`src/rtl/mult_pkg.sv`:
```
// mult_pkg: shared FSM state type and timeout constants for the multiplier stream adapter.
// No ports; imported by mult_stream_adapter.
package mult_pkg;
   typedef enum logic [1:0] {IDLE, START, WAIT, CAPTURE} state_e;
   localparam int TIMEOUT_MARGIN = 8;
   function automatic int timeout_cycles(input int n);
      return n + TIMEOUT_MARGIN;
   endfunction
endpackage

```
`src/rtl/sync_fifo.sv`:
```
// sync_fifo: single-clock FIFO with registered storage and occupancy count.
// Ports: clk, rst (sync, active-high); push_i/data_i write side; pop_i read side;
// data_o is the head entry; full_o, empty_o and count_o report occupancy.
module sync_fifo #(
   parameter int WIDTH = 8,
   parameter int DEPTH = 2
) (
   input  logic                     clk,
   input  logic                     rst,
   input  logic                     push_i,
   input  logic                     pop_i,
   input  logic [WIDTH-1:0]         data_i,
   output logic [WIDTH-1:0]         data_o,
   output logic                     full_o,
   output logic                     empty_o,
   output logic [$clog2(DEPTH):0]   count_o
);
   localparam int AW = $clog2(DEPTH);
   localparam int CW = AW + 1;
   logic [WIDTH-1:0] mem_q [DEPTH];
   logic [AW-1:0]    wr_ptr_q, rd_ptr_q;
   logic [CW-1:0]    count_q;
   logic             do_push, do_pop;
   assign full_o  = count_q == CW'(DEPTH);
   assign empty_o = count_q == '0;
   assign count_o = count_q;
   assign data_o  = mem_q[rd_ptr_q];
   assign do_push = push_i && !full_o;
   assign do_pop  = pop_i && !empty_o;
   // Power-of-two depth lets the pointers wrap by natural overflow.
   always_ff @(posedge clk) begin
      if (rst) begin
         for (int i = 0; i < DEPTH; i++) mem_q[i] <= '0;
         wr_ptr_q <= '0;
         rd_ptr_q <= '0;
         count_q  <= '0;
      end else begin
         if (do_push) begin
            mem_q[wr_ptr_q] <= data_i;
            wr_ptr_q        <= wr_ptr_q + AW'(1);
         end
         if (do_pop) rd_ptr_q <= rd_ptr_q + AW'(1);
         count_q <= count_q + CW'(do_push) - CW'(do_pop);
      end
   end
endmodule

```
`src/rtl/mult_stream_adapter.sv`:
```
// mult_stream_adapter: valid/ready front-end that feeds one operand pair at a time to the
// iterative Booth core and streams the products out through a small FIFO.
// Ports: clk, rst (sync, active-high); in_valid/in_ready/in_a/in_b operand stream;
// mul_start/mul_multiplicand/mul_multiplier/mul_product/mul_done core handshake;
// out_valid/out_ready/out_product result stream; busy (not idle); err (sticky core timeout).
module mult_stream_adapter
   import mult_pkg::*;
#(
   parameter int N         = 64,
   parameter int OUT_DEPTH = 2
) (
   input  logic             clk,
   input  logic             rst,
   input  logic             in_valid,
   output logic             in_ready,
   input  logic [N-1:0]     in_a,
   input  logic [N-1:0]     in_b,
   output logic             mul_start,
   output logic [N-1:0]     mul_multiplicand,
   output logic [N-1:0]     mul_multiplier,
   input  logic [2*N-1:0]   mul_product,
   input  logic             mul_done,
   output logic             out_valid,
   input  logic             out_ready,
   output logic [2*N-1:0]   out_product,
   output logic             busy,
   output logic             err
);
   localparam int TIMEOUT = timeout_cycles(N);
   localparam int WW      = $clog2(TIMEOUT + 1);
   localparam int CW      = $clog2(OUT_DEPTH) + 1;
   state_e        state_q, state_d;
   logic [WW-1:0] wait_cnt_q, wait_cnt_d;
   logic [N-1:0]  a_q, b_q;
   logic          start_q, err_q, accept, timeout_hit, fifo_full, fifo_empty;
   logic [CW-1:0] fifo_count;
   // Accepting only with a free FIFO slot reserves room for the eventual capture.
   assign in_ready         = !rst && state_q == IDLE && fifo_count < CW'(OUT_DEPTH);
   assign accept           = in_valid && in_ready;
   assign timeout_hit      = state_q == WAIT && !mul_done && wait_cnt_q == WW'(TIMEOUT - 1);
   assign mul_start        = start_q;
   assign mul_multiplicand = a_q;
   assign mul_multiplier   = b_q;
   assign busy             = state_q != IDLE;
   assign err              = err_q;
   assign out_valid        = !fifo_empty;
   always_comb begin
      state_d    = state_q;
      wait_cnt_d = wait_cnt_q;
      unique case (state_q)
         IDLE:    state_d = accept ? START : IDLE;
         START: begin
            wait_cnt_d = '0;
            state_d    = WAIT;
         end
         WAIT: begin
            wait_cnt_d = wait_cnt_q + WW'(1);
            state_d    = mul_done ? CAPTURE : timeout_hit ? IDLE : WAIT;
         end
         CAPTURE: state_d = IDLE;
         default: state_d = IDLE;
      endcase
   end
   always_ff @(posedge clk) begin
      if (rst) begin
         state_q    <= IDLE;
         wait_cnt_q <= '0;
         a_q        <= '0;
         b_q        <= '0;
         start_q    <= 1'b0;
         err_q      <= 1'b0;
      end else begin
         state_q    <= state_d;
         wait_cnt_q <= wait_cnt_d;
         if (accept) begin
            a_q <= in_a;
            b_q <= in_b;
         end
         start_q <= accept;
         err_q   <= err_q | timeout_hit;
      end
   end
   sync_fifo #(.WIDTH(2 * N), .DEPTH(OUT_DEPTH)) u_fifo (
      .clk     (clk),
      .rst     (rst),
      .push_i  (state_q == CAPTURE && !fifo_full),
      .pop_i   (out_valid && out_ready),
      .data_i  (mul_product),
      .data_o  (out_product),
      .full_o  (fifo_full),
      .empty_o (fifo_empty),
      .count_o (fifo_count)
   );
endmodule

```
`config.mk`:
```
export PLATFORM = sky130hd
export DESIGN_NAME = mult_stream_adapter
export DESIGN_NICKNAME = d
export VERILOG_FILES = /design/src/rtl/mult_pkg.sv /design/src/rtl/sync_fifo.sv /design/src/rtl/mult_stream_adapter.sv
export SDC_FILE = /design/constraint.sdc
export NUM_CORES = 1
export LEC_CHECK = 0
export BUFFER_PORTS_ARGS = -buffer_cell sky130_fd_sc_hd__buf_2
export CAP_MARGIN = 20
export CORE_AREA = 5 5 202 204
export CTS_BUF_LIST = sky130_fd_sc_hd__clkbuf_4 sky130_fd_sc_hd__clkbuf_8 sky130_fd_sc_hd__clkbuf_16
export CTS_CLUSTER_SIZE = 10
export DETAILED_ROUTE_END_ITERATION = 7
export DIE_AREA = 0 0 207 209
export HOLD_SLACK_MARGIN = 0.06
export PLACE_DENSITY = 0.78
export SLEW_MARGIN = 20
export SYNTH_ARGS = -nofsm -noshare
export SYNTH_HDL_FRONTEND = slang
export SYNTH_SLANG_ARGS = --single-unit
```
`constraint.sdc`:
```
create_clock -name clk -period 9.4 [get_ports clk]
set_input_delay 1.41 -clock clk [delete_from_list [all_inputs] [get_ports clk]]
set_output_delay 1.41 -clock clk [all_outputs]
set_load 0.03 [all_outputs]
```
==> run metrics <==
status completed; biggest area consumer among synthesized cells edfxtp_1; minimum clock period 4400 ps; Tcrit/Tclk final 0.469; DIE AREA 0.0433 mm2; clock tree from TritonCTS yes; Hold Startpoint mul_multiplier[52]; met2 wire length 23,500 um; sequential share of power 0.471; CTS buffer count 47; post-synthesis mux area share 0.0904; top_reg_cell synth edfxtp_1; crit-path max FO 82; xor and xnor fraction of the mapped netlist area 0.00327; wire per inst 19.4 um; chip height 209 um; max-slew violations 0; core area 0.0391 mm2; worst clock skew 8.89 ps; Max Freq 0.227 GHz; power share of the combinational group 0.145; Syn. warnings 0; Antenna Nets Post-Route 0; initial antenna violation count 24; htree depth 2; via count 11,660; top area cells in the synthesized netlist edfxtp_1 (48%), dfxtp_1 (18%), and2_1 (10%); CP Capture Type primary output; synth cell count leaders nand2_1 (261), and2_1 (257), edfxtp_1 (256); Setup Viol. Count Final 0; post-synthesis compound-gate area fraction 0.0439; worst hold stages 2; final RePlAce weighted congestion 0.902; CP peak stage delay 930 ps; slew margin rel. 0.250; WP buf/inv 2; GRT Overall Usage 0.202; overall power 4.22 mW; Synth Cell Area 0.0161 mm2; worst slack at placement 4870 ps; EDFF count, synth 256; worst hold endpoint mul_multiplier[52]; Resize count post-CTS 0; RSZ-0062 raised after global routing no; critical path class reg -> out; Async S/R FF share, synth 0; vias in the first global route 11,932; syn avg cell area 12.1 um2; Worst path slowest cell buf_4; P&R area growth vs syn 27.2%; Pwr Density 207 mW/mm2; setup TNS 0 ps; met1 wire length 16,100 um; Seq/Total Area, Yosys 0.658; Hold-fix buffers, CTS 0; global route overflow 0; max-cap violations 0; Placement Cell Area 0.0191 mm2; Yosys top cell area share 0.479; drt drc 0; Top Layer Used met5; LEAKAGE 8.74 nW; largest family of logic cells by synthesized area simple AND/OR/NAND/NOR gates; row count 73; initial drt markers 704; met3 wire len 4310 um; post-synthesis adder-cell area fraction 0.00545; Die X 207 um; Net Count, Synth 1,592; R2R Path End u_fifo.mem_q[1][127]; Worst EP required 7990 ps; worst-path cell chain buf_4 -> mux2_2 -> buf_2; R2R cell count 6; Final HPWL DP 32,500 um; vias per inst 4.93; ratio of cells with drive above 1 in the final layout 0.398; fin worst setup slack 5000 ps; arrival time worst endpoint 2990 ps; reg2reg start state_q[1]; Net Sw Frac 0.263; DRT Pass-1 Iters 4; number of synthesized register bits 400; I/O Buffers 521; flop2flop setup slack 5980 ps; post-synth cell types 31; clock slew at reported path FFs 50 ps; number of top-level pins 522; Syn Inst Count 1,324; startpoint class of the critical path flip-flop; clock buffer depth 3; Switching Power 1.11 mW; first-pass GRT wire length 69,000 um; Layout Utilization 0.523; nets 2,085; Total Wirelength 45,900 um; Setup Buffers After CTS 0; cell area after layout 0.0204 mm2; Hold Crit Class reg -> reg; Clock Power Share 0.384; pin count of the biggest net entering global routing 123; count leader, synth nand2_1; Final Hold Vio Count 0; Worst VDD drop 0.162 mV; Post-Synth Simple-Gate Area 0.172; Int Pwr 3.11 mW; CTS sink count 400; worst-skew pair later-pin latency 550 ps; CP top delay family buffers and inverters; Root Buffer clkbuf_16; initial core utilization 0.411; Worst-Margin Slew 1130 ps
==> layout make-up <==
| type | count | area [um2] |
|---|---|---|
| fill | 3409 | 18700 |
| sequential | 400 | 10600 |
| multi-input combinational | 828 | 5110 |
| timing repair buffer | 530 | 2690 |
| clock buffer | 55 | 1260 |
| tap | 525 | 657 |
| clock inverter | 7 | 73.8 |
| inverter | 10 | 40.0 |
| antenna | 12 | 30.0 |
==> worst max path at each step <==
stage	startpoint	to	slack, ps	cells past startpoint
2_1_floorplan	rst	u_fifo.mem_q[0][0]	4700	2
3_3_place_gp	rst	u_fifo.mem_q[1][127]	4900	5
3_5_place_dp	rst	u_fifo.mem_q[1][127]	4870	5
4_1_cts	flip-flop	out_product[75]	4940	3
5_1_grt	flip-flop	out_product[75]	4870	3
6_report	flip-flop	out_product[75]	5000	3
==> routing by layer <==
layer  vias to the layer above  global-route usage
li1                       5483                   -
met1                      5545               0.219
met2                       517               0.360
met3                       101              0.0761
met4                        14              0.0803
met5                         -                   0
==> registers in the layout (all words and copies together) (netlist names), named ones only <==
name / flops
err: 1
mul_multiplicand: 64
mul_multiplier: 64
mul_start: 1
state_q: 2
u_fifo.count_o: 2
u_fifo.mem_q: 256
u_fifo.rd_ptr_q: 1
u_fifo.wr_ptr_q: 1
wait_cnt_q: 7
==> power by group through the flow <==
stage	clock [mW]	sequential, mW	combinational [mW]
6_report	1.62	1.99	0.614
5_1_grt	1.74	2.00	0.652
4_1_cts	1.66	1.99	0.619
3_5_place_dp	0	2.02	0.616
3_3_place_gp	0	2.02	0.612
2_1_floorplan	0	2.07	0.364
==> cell usage in the layout (no fill, tap or decap), types with 4 or more instances in the layout <==
master,count
diode_2,12
clkbuf_16,48
edfxtp_1,256
mux2_2,128
nor2_1,9
clkbuf_4,6
ha_1,7
buf_2,520
dfxtp_1,143
nand2_1,260
and2_1,257
buf_4,8
xor2_1,4
a21oi_1,132
inv_1,8
==> cell families (layout without fill, tap and decap cells) <==
logic type	after synthesis	count (layout)
and+or+nand+nor	547	547
adders and majority gates	7	7
other	0	12
xor gates and xnor gates	6	6
buffers and inverters	96	602
muxes	129	129
AOI/OAI and AO/OA	139	139
DFF	400	400
==> worst register-to-register path: cells and delay by family, from the launching register on <==
kind,cells,cell delay [ps]
simple gates,2,1050
buf+inv,3,1360
fa+ha+maj,1,170
flops,1,410
==> per-stage QoR <==
stage	hold WS, ps	std cells
2_1_floorplan	458	1324
3_3_place_gp	441	2293
3_5_place_dp	443	2293
4_1_cts	451	2355
5_1_grt	470	2360
6_report	451	2367
No activity file was read; power rests on OpenSTA's default activity.
